[src/rtl/mem_dbus_ctrl.sv]
// M-stage data bus controller: one addr_ok/data_ok bus transaction per M
// instruction, pipeline stall until data returns, flush-safe draining.
//
// Ports:
//   clk, rst                    clock, async active-low reset
//   m_data_req/wr/size/addr/wdata   level request from the M stage
//   m_exc_flush, m_advance      M-stage kill and advance strobes
//   data_req/wr/size/addr/wdata bus request channel
//   data_addr_ok, data_data_ok  bus handshakes
//   data_rdata                  bus read data
//   m_rdata, m_dstall           read data and stall back to M
//   perf_dstall                 stall-cycle counter
module mem_dbus_ctrl #(
   parameter int DATA_W = 32,
   parameter int PERF_W = 32
) (
   input  logic              clk,
   input  logic              rst,
   input  logic              m_data_req,
   input  logic              m_data_wr,
   input  logic [1:0]        m_data_size,
   input  logic [DATA_W-1:0] m_data_addr,
   input  logic [DATA_W-1:0] m_data_wdata,
   input  logic              m_exc_flush,
   input  logic              m_advance,
   output logic              data_req,
   output logic              data_wr,
   output logic [1:0]        data_size,
   output logic [DATA_W-1:0] data_addr,
   output logic [DATA_W-1:0] data_wdata,
   input  logic              data_addr_ok,
   input  logic              data_data_ok,
   input  logic [DATA_W-1:0] data_rdata,
   output logic [DATA_W-1:0] m_rdata,
   output logic              m_dstall,
   output logic [PERF_W-1:0] perf_dstall
);

   localparam logic [1:0] S_IDLE = 2'd0;
   localparam logic [1:0] S_REQ  = 2'd1;
   localparam logic [1:0] S_WAIT = 2'd2;
   localparam logic [1:0] S_DONE = 2'd3;

   logic [1:0]        state_q, state_d;
   logic              cancel_q, cancel_d;
   logic              wr_q, wr_d;
   logic [1:0]        size_q, size_d;
   logic [DATA_W-1:0] addr_q, addr_d;
   logic [DATA_W-1:0] wdata_q, wdata_d;
   logic [DATA_W-1:0] rdata_q, rdata_d;
   logic [PERF_W-1:0] perf_q, perf_d;

   logic issue;
   logic st_idle, st_req, st_wait;

   assign issue   = m_data_req & ~m_exc_flush;
   assign st_idle = (state_q == S_IDLE);
   assign st_req  = (state_q == S_REQ);
   assign st_wait = (state_q == S_WAIT);

   // IDLE forwards the M request with no added latency; afterwards the
   // latched copy keeps the bus fields stable until addr_ok.
   always_comb begin
      if (st_idle) begin
         data_req   = issue;
         data_wr    = m_data_wr;
         data_size  = m_data_size;
         data_addr  = m_data_addr;
         data_wdata = m_data_wdata;
      end else begin
         data_req   = st_req;
         data_wr    = wr_q;
         data_size  = size_q;
         data_addr  = addr_q;
         data_wdata = wdata_q;
      end
   end

   assign m_rdata = (st_wait && data_data_ok) ? data_rdata : rdata_q;

   // A cancelled transaction keeps M stalled until it has fully drained.
   assign m_dstall = (st_idle & issue)
                   | st_req
                   | (st_wait & ~(data_data_ok & ~cancel_q))
                   | (st_wait & cancel_q);

   assign perf_dstall = perf_q;
   assign perf_d      = perf_q + {{(PERF_W-1){1'b0}}, m_dstall};

   always_comb begin
      state_d  = state_q;
      cancel_d = cancel_q;
      wr_d     = wr_q;
      size_d   = size_q;
      addr_d   = addr_q;
      wdata_d  = wdata_q;
      rdata_d  = rdata_q;
      unique case (state_q)
         S_IDLE: begin
            if (issue) begin
               wr_d    = m_data_wr;
               size_d  = m_data_size;
               addr_d  = m_data_addr;
               wdata_d = m_data_wdata;
               state_d = data_addr_ok ? S_WAIT : S_REQ;
            end
         end
         S_REQ: begin
            if (m_exc_flush) cancel_d = 1'b1;
            if (data_addr_ok) state_d = S_WAIT;
         end
         S_WAIT: begin
            if (m_exc_flush) cancel_d = 1'b1;
            // data_ok is only looked at here, so a data_ok coinciding
            // with addr_ok in IDLE/REQ is ignored.
            if (data_data_ok) begin
               rdata_d  = data_rdata;
               cancel_d = 1'b0;
               if (cancel_q || m_exc_flush || m_advance)
                  state_d = S_IDLE;
               else
                  state_d = S_DONE;
            end
         end
         S_DONE: begin
            // Result held; no re-issue even though m_data_req stays high.
            if (m_advance) state_d = S_IDLE;
         end
         default: state_d = S_IDLE;
      endcase
   end

   always_ff @(posedge clk or negedge rst) begin
      if (!rst) begin
         state_q  <= S_IDLE;
         cancel_q <= 1'b0;
         wr_q     <= 1'b0;
         size_q   <= 2'd0;
         addr_q   <= '0;
         wdata_q  <= '0;
         rdata_q  <= '0;
         perf_q   <= '0;
      end else begin
         state_q  <= state_d;
         cancel_q <= cancel_d;
         wr_q     <= wr_d;
         size_q   <= size_d;
         addr_q   <= addr_d;
         wdata_q  <= wdata_d;
         rdata_q  <= rdata_d;
         perf_q   <= perf_d;
      end
   end

endmodule

[config.mk]
export PLATFORM = sky130hd
export DESIGN_NAME = mem_dbus_ctrl
export DESIGN_NICKNAME = d
export VERILOG_FILES = /design/src/rtl/mem_dbus_ctrl.sv
export SDC_FILE = /design/constraint.sdc
export NUM_CORES = 1
export LEC_CHECK = 0
export BUFFER_PORTS_ARGS = -buffer_cell sky130_fd_sc_hd__clkbuf_2
export CORE_MARGIN = 3
export CORE_UTILIZATION = 41
export CTS_BUF_LIST = sky130_fd_sc_hd__clkbuf_2 sky130_fd_sc_hd__clkbuf_4 sky130_fd_sc_hd__clkbuf_8
export CTS_CLUSTER_SIZE = 14
export DETAILED_ROUTE_END_ITERATION = 8
export PLACE_DENSITY = 0.69
export SYNTH_ARGS = -nofsm -noshare
export SYNTH_HDL_FRONTEND = slang
export SYNTH_SLANG_ARGS = --single-unit
[constraint.sdc]
create_clock -name clk -period 3.1 [get_ports clk]
set_clock_uncertainty 0.15 [all_clocks]
set_input_delay 0.31 -clock clk [delete_from_list [all_inputs] [get_ports clk]]
set_output_delay 0.31 -clock clk [all_outputs]
set_load 0.01 [all_outputs]
== Yosys cells after proc, flatten, opt, wreduce, memory -nomap -nowiden ==
Index checks and enable logic that the tools add are counted.
Word-level totals
  memories kept: 0
  word-level logic and storage cells: 51
  RAM bits: 0
  register bits after elaboration: 134
  latch bits: 0
  input bits: 106
  output and inout port bits: 133
  ROM bits: 0
Operators by class
  bitwise operators: 11
  multiply operators: 0
  mux-type cells: 16
  equality and inequality tests: 7
  reductions and logical operators: 8
  shift operators: 0
  add/sub/neg operators: 1
  div/mod/pow operators: 0
  $lt $le $gt $ge: 0
Operators with widths (number)
  32-bit 2-to-1 mux: 3
  32-bit by 1-bit adder with 32-bit output: 1
  2-bit 2-to-1 mux: 7
  2-bit inequality test (second input constant): 4
  2-bit case mux with 4 select lines: 1
  1-bit bitwise AND: 5
  2-bit equality test (second input constant): 2
  1-bit 2-to-1 mux: 4
  2-bit AND reduction: 2
  4-bit AND reduction: 1
  1-bit inverter: 3
  1-bit bitwise OR: 3
  2-bit by 1-bit equality test with 1-bit output (second input constant): 1
  2-bit zero test: 1
  1-bit logical OR: 2
  1-bit case mux with 2 select lines: 1
  2-bit nonzero test: 1
  1-bit logical AND: 1

== Logic depth before layout (Yosys ltp) ==
Gate-level depths: netlist (run 1).
  depth after elaboration: 7
  mapped depth: 13

== Worst setup path before layout (run 1) ==
No wires, ideal clock.
  path type: register -> register
  start point: register state_q[0]
  end point: register perf_q[25], in the netlist perf_dstall[25]
  stages on the path, launching flop included: 13
  data required time: 2824 ps
  library setup time: 126 ps
  arrival time: 2515 ps
  setup slack: 310 ps
  cells stage by stage: dfrtp_1 > inv_1 > ha_1 > buf_2 > nand3b_1 > buf_2 > buf_2 > nand3_1 > ha_1 > nand3_2 > nor4_4 > nand4_1 > xnor2_1
Between the ends
  longest elaborated chain between the ends: 6
  elaborated cells on any way between the ends: 10
  classes of those cells: add/sub: 1; eq/ne: 2; bitwise: 6; reduce/logical: 1
RTL lines
  from (decl): line 44  | logic [1:0] state_q, state_d;
  from (signal assigned): line 144  | state_q <= state_d;
  2-bit zero test: line 57  | assign st_idle = (state_q == S_IDLE);
  1-bit bitwise AND: line 82  | assign m_dstall = (st_idle & issue)
  1-bit bitwise OR: line 83  | | st_req
  1-bit bitwise OR: line 84  | | (st_wait & ~(data_data_ok & ~cancel_q))
  1-bit bitwise OR (*): line 85  | | (st_wait & cancel_q);
  via m_dstall: line 35  | output logic m_dstall,
  32-bit by 1-bit adder with 32-bit output (*): line 88  | assign perf_d = perf_q + {{(PERF_W-1){1'b0}}, m_dstall};
  via perf_d[25]: line 51  | logic [PERF_W-1:0] perf_q, perf_d;
  to (signal assigned): line 151  | perf_q <= perf_d;
  to (decl): line 51
Mark *: on every way through the listed nets, which the timed path passes. The rest lies on a longest branch.
A chain may end at the register's enable or synchronous reset.

== Final worst setup path (run 1) ==
  start point: register state_q[1]
  end point: output data_addr[23]
Between the ends
  longest elaborated chain between the ends: 2
RTL lines
  2-bit zero test: line 57
  32-bit 2-to-1 mux: line 64  | if (st_idle) begin
  to (decl): line 29  | output logic [DATA_W-1:0] data_addr,
No other way between the ends.

==> metrics.cfg, run 1 <==
[status]
outcome = completed

[die]
ioPinCount = 239
start_util_pct = 42.0
chipHeight_um = 128
fp.coreArea_um2 = 14600
row_count = 44
die-area_um2 = 16400
die_w_um = 128

[clocking]
cts_buffer_depth = 2
clkSlewWorstSetupHoldPaths_ps = 80
cts_root_buf = clkbuf_8
cts_hold_buf = 101
cts_tree = yes
postCtsResizedCells = 0
clock-sinks = 134
cts_setup_buffers = 0
cts_buffers = 17
clock_latency_ps = 440
htreeDepth = 4

[power]
vdd_drop_max_v = 0.000532
seq_power_share_pct = 35.0
leakage_nw = 4.33
p_per_area_nw_per_um2 = 893
switching_share_pct = 33.8
fin_total_pwr_mw = 8.00
power.switching_mw = 2.71
pwr-share-comb_pct = 45.3
clkPwrFrac_pct = 19.7
intPower_mw = 5.29

[min_path]
hold_class = in2reg

[worst_setup_path]
path_class = reg2out
path_cells = inv_1 > ha_4 > buf_4 > mux2_2 > clkbuf_2
slowest_stage = buf_4
cpPeakStageDelay_ps = 680
worst-path-buf-inv = 3
cp-end-kind = output port
critical-path-top-delay-family = buffers and inverters
path_max_fanout = 69
critPathLaunchType = flop
critPathArrivalTime_ps = 2450
crit_required_ps = 2640

[place]
dp_slack_ps = 500
postPlaceCellArea_um2 = 7520
port_buffers = 238
place.gp.congestion = 0.870
hpwl_mm = 10.3

[cells_and_area]
drive_above_1_share_pct = 57.2
diodes = 0
fillCellCount = 1112
fin_util_pct = 61.4
design_area_um2 = 8960
nNetsFinal = 888
area_growth_pct = 46.4

[timing]
fin_crit_sh_pct = 94.0
finalMaxSlewViolations = 0
relSlewSlack_pct = 29.6
rsz0062_at_grt = false
worst_pin_slew_ps = 1060
fin_tns_setup_ps = 0
fin_crit_ps = 2910
hold_violations = 0
setup_viol = 0
max_freq_mhz = 343
setup_ws_ps = 185

[drt]
drt_pass1_iterations = 4
vias = 4791
wl_per_cell_um = 16.3
drc = 0
vias_per_cell = 4.93
drt_iter0_drc = 202
finalWirelength_mm = 15.8
antenna_left = 0

[global_route]
grt_antenna_before_repair = 0
grt_max_degree = 116
grt_pass1_wl_mm = 25.8
track_usage_pct = 19.6
grt_pass1_vias = 5333
grt_remaining_overflow = 0

[synthesis]
syn_nets = 543
yosys_warnings = 0
synth_seq_cells = 134
synth.yosys.seq_area_share_pct = 54.8
syn-mean-instance-area_um2 = 14.2
synth-async-reset-ratio_pct = 100
synth_top_flop_cell = dfrtp_1
synth_area_um2 = 6120
syn_inst = 430
ys_types = 35
synth_edf_count = 0

[job]
cap_violations = 0

==> kinds of logic after synthesis <==
logic type / Yosys count / share of synthesized area, %
muxes: 168 / 30.9
DFF: 134 / 54.8
and+or+nand+nor: 58 / 6.11
xor gates and xnor gates: 30 / 4.29
buffers and inverters: 26 / 1.82
AOI/OAI and AO/OA: 7 / 0.715
adders and majority gates: 7 / 1.43
==> final timing paths <==
path	endpoint	from	cells after the start	slack, ps
min in group asynchronous	addr_q[5]	rst	2	410
setup reg to reg	perf_dstall[17]	state_q[0]	9	480
max in group asynchronous	rdata_q[13]	rst	3	1510
hold reg to reg	perf_dstall[26]	perf_dstall[26]	1	350
setup / recovery	data_addr[23]	state_q[1]	5	190
hold / removal	cancel_q	m_exc_flush	3	70
==> metrics by stage <==
stage / std cells / hold WS, ps
2_1_floorplan: 430 / -136
6_report: 972 / 69.4
3_5_place_dp: 839 / 335
4_1_cts: 972 / 26.7
5_1_grt: 972 / 58.7
3_3_place_gp: 839 / 319
==> tightest hold or removal path, stage by stage <==
cell and delay (ps):
clkbuf_2 110, a21oi_1 140, a31oi_1 50
==> area by class of cell <==
cell class | count | area (µm²) | area share (%)
Multi-Input combinational cell | 270 | 2670 | 29.8
Inverter | 8 | 30.0 | 0.335
Clock buffer | 24 | 312 | 3.48
Clock inverter | 8 | 120 | 1.34
Tap cell | 184 | 230 | 2.57
Timing Repair Buffer | 344 | 2250 | 25.1
Sequential cell | 134 | 3350 | 37.4
==> synth_stat cells, types with 2 or more instances <==
library cell  count  area (µm²)
nand3_2           3        30.0
nor2_1            4        15.0
xor2_1            7        61.3
dfrtp_1         134        3350
clkbuf_1          4        15.0
o21ai_0           2        10.0
mux2_2          167        1880
nand4_1           8        50.1
nand3_1          12        60.1
ha_1              7        87.6
and3_1            5        31.3
nand2b_1          3        18.8
buf_2            11        55.1
and4_1            3        26.3
buf_1             3        11.3
nand2_1           9        33.8
xnor2_1          23         201
inv_1             8        30.0
==> metal layers <==
layer	track usage, %	vias up	share of wire (%)
met2	34.6	175	52
met4	9.49	0	3.0
met1	22.0	2344	39
li1	-	2230	-
met3	4.75	42	5.8
met5	0	-	0
==> power by group through the flow <==
stage          registers, mW  logic (mW)  clock network (mW)
2_1_floorplan           2.73        2.32                   0
3_3_place_gp            2.77        3.44                   0
3_5_place_dp            2.83        3.54                   0
4_1_cts                 2.80        3.65                1.63
5_1_grt                 2.88        3.93                1.69
6_report                2.80        3.63                1.57
==> flip-flops by register name, summed over array words and instances (netlist names) <==
register,count
rdata_q,32
size_q,2
cancel_q,1
wdata_q,32
perf_dstall,32
state_q,2
wr_q,1
addr_q,32
==> cell usage in the layout, fill, tap and decap left out, types with 2 or more instances in the layout <==
| master | count |
|---|---|
| clkbuf_2 | 237 |
| mux2_2 | 167 |
| dfrtp_1 | 134 |
| dlygate4sd3_1 | 101 |
| xnor2_1 | 23 |
| clkbuf_8 | 21 |
| nand3_1 | 12 |
| nand2_1 | 9 |
| inv_1 | 8 |
| nand4_1 | 8 |
| xor2_1 | 7 |
| ha_1 | 6 |
| and3_1 | 5 |
| buf_4 | 5 |
| nor2_1 | 4 |
| and4_1 | 3 |
| nand3_2 | 3 |
| nand2b_1 | 3 |
| clkbuf_4 | 3 |
| bufinv_16 | 3 |
| clkinv_2 | 3 |
| o21ai_0 | 2 |
| clkinvlp_4 | 2 |
Note: power is estimated with default switching activity, not from simulation.
==> inputs of run 2 (changes only) <==
--- a/config.mk
+++ b/config.mk
@@ -6,7 +6,7 @@
 export NUM_CORES = 1
 export LEC_CHECK = 0
 export BUFFER_PORTS_ARGS = -buffer_cell sky130_fd_sc_hd__clkbuf_2
-export CORE_MARGIN = 3
+export CORE_ASPECT_RATIO = 1.25
 export CORE_UTILIZATION = 41
 export CTS_BUF_LIST = sky130_fd_sc_hd__clkbuf_2 sky130_fd_sc_hd__clkbuf_4 sky130_fd_sc_hd__clkbuf_8
 export CTS_CLUSTER_SIZE = 14
==> metrics.cfg, run 2 (same netlist as run 1, synthesis figures left out) <==
[status]
outcome = finished, violations left  ; was completed
violations = DRC

[die]
die_w_um = 111  ; was 128 µm
start_util_pct = 42.3  ; was 42.0%
row_count = 49  ; was 44
die-area_um2 = 15400  ; was 16,400 µm²
ioPinCount = 239  ; unchanged
fp.coreArea_um2 = 14500  ; was 14,600 µm²
chipHeight_um = 139  ; was 128 µm

[worst_setup_path]
critPathLaunchType = flop  ; unchanged
cp-end-kind = output port  ; unchanged
cpPeakStageDelay_ps = 710  ; was 680 ps
critPathArrivalTime_ps = 2460  ; was 2450 ps
path_cells = inv_1 > ha_4 > buf_4 > mux2_2 > clkbuf_2  ; unchanged
path_class = reg2out  ; unchanged
slowest_stage = buf_4  ; unchanged
path_max_fanout = 69  ; unchanged
crit_required_ps = 2640  ; about the same
reg2reg_slack_ps = 520  ; was 480 ps

[timing]
setup_viol = 0  ; unchanged
hold_violations = 0  ; unchanged
fin_tns_setup_ps = 0  ; unchanged
rsz0062_at_grt = false  ; unchanged
finalMaxSlewViolations = 0  ; unchanged
relSlewSlack_pct = 39.4  ; was 29.6%
fin_crit_ps = 2920  ; was 2910 ps
worst_pin_slew_ps = 909  ; was 1060 ps
max_freq_mhz = 342  ; was 343 MHz
fin_crit_sh_pct = 94.2  ; was 94.0%
timing.hold.ws_ps = 48.7  ; was 69.4 ps

[power]
vdd_drop_max_v = 0.000677  ; was 0.000532 V
switching_share_pct = 35.1  ; was 33.8%
pwr-share-comb_pct = 45.9  ; was 45.3%
power.switching_mw = 2.78  ; was 2.71 mW
p_per_area_nw_per_um2 = 887  ; was 893 nW/µm²
intPower_mw = 5.14  ; was 5.29 mW
leakage_nw = 4.31  ; was 4.33 nW
seq_power_share_pct = 35.5  ; was 35.0%
clkPwrFrac_pct = 18.6  ; was 19.7%

[drt]
wl_per_cell_um = 16.2  ; was 16.3 µm
vias_per_cell = 5.03  ; was 4.93
drt_iter0_drc = 220  ; was 202
antenna_left = 0  ; unchanged
drc = 26  ; was 0
drt_pass1_iterations = 6  ; was 4
finalWirelength_mm = 15.7  ; was 15.8 mm
vias = 4857  ; was 4,791

[place]
port_buffers = 238  ; unchanged
hpwl_mm = 10.2  ; was 10.3 mm
dp_cells = 833  ; was 839
place.gp.congestion = 0.835  ; was 0.870
postPlaceCellArea_um2 = 7520  ; about the same

[global_route]
grt_antenna_before_repair = 1  ; was 0
grt_pass1_vias = 5261  ; was 5,333
track_usage_pct = 21.1  ; was 19.6%
grt_max_degree = 70  ; was 116
grt_remaining_overflow = 0  ; unchanged
grt_pass1_wl_mm = 25.7  ; was 25.8 mm

[min_path]
hold_class = in2reg  ; unchanged

[clocking]
cts_buffer_depth = 2  ; unchanged
cts_tree = yes  ; unchanged
cts_hold_buf = 101  ; unchanged
clkSlewWorstSetupHoldPaths_ps = 80  ; about the same
clock_latency_ps = 440  ; about the same
htreeDepth = 4  ; unchanged
postCtsResizedCells = 0  ; unchanged
cts_root_buf = clkbuf_8  ; unchanged
clock-sinks = 134  ; unchanged
cts_setup_buffers = 0  ; unchanged
cts_buffers = 17  ; unchanged

[cells_and_area]
fin_util_pct = 61.8  ; was 61.4%
final_common_cell = clkbuf_2  ; unchanged
drive_above_1_share_pct = 57.2  ; unchanged
design_area_um2 = 8940  ; was 8960 µm²
area_growth_pct = 46.0  ; was 46.4%
fin_cells = 966  ; was 972
diodes = 0  ; unchanged
nNetsFinal = 888  ; unchanged
layout_common_cells = clkbuf_2 (237), mux2_2 (167), dfrtp_1 (134)  ; unchanged

[job]
cap_violations = 0  ; unchanged

## run 2: cell count changes in the layout (fill, tap and decap cells not counted), sizes merged
cell / before / now
bufinv: 3 / 2
clkbuf: 261 / 256
clkinv: 3 / 2
clkinvlp: 2 / 5
inv: 8 / 12
## run 2: worst paths after layout
kind	startpoint	to	cells past startpoint
worst max-delay path	state_q[0]	data_wdata[27]	5
worst min-delay path	m_exc_flush	cancel_q	3
worst max register to register	state_q[0]	perf_dstall[21]	9
worst min register to register	perf_dstall[31]	perf_dstall[31]	1
max in group asynchronous	rst	rdata_q[22]	3
min in group asynchronous	rst	addr_q[17]	2
## run 2: routing by layer
layer	global-route usage, %	vias up	part of all wire, %
met4	9.82	2	2.6
met5	0	-	0.083
met1	22.6	2407	38
met2	37.9	186	52
li1	-	2230	-
met3	6.42	32	7.0
## run 2: power by group through the flow
stage	Combinational (mW)	Clock, mW	Sequential [mW]
after floorplan	2.32	0	2.73
after global placement	3.45	0	2.78
after detailed placement	3.52	0	2.84
after CTS	3.64	1.52	2.81
after global routing	3.92	1.59	2.89
final	3.63	1.47	2.82
## run 2: area by class of cell
cell class / instances / area (µm²)
clock buffers: 19 / 255
repair buffers: 344 / 2260
flip-flops and latches: 134 / 3350
well taps: 178 / 223
multi-input cells: 270 / 2670
fillers: 1123 / 5530
inverters: 8 / 30.0
clock inverters: 13 / 146
## run 2: worst max-delay path: cells and delay by family, from the launching register on
kind                     cells  cell delay [ps]
adder cells (fa/ha/maj)      1              160
multiplexers                 1              420
buffers and inverters        3             1010
flip-flops                   1              410
## run 2: per-stage QoR
step | setup WS [ps] | power, mW
detailed placement | 518 | 6.36
CTS | 116 | 7.97
global route | 18.5 | 8.40
finish | 179 | 7.92
global placement | 603 | 6.23
floorplan | 310 | 5.05
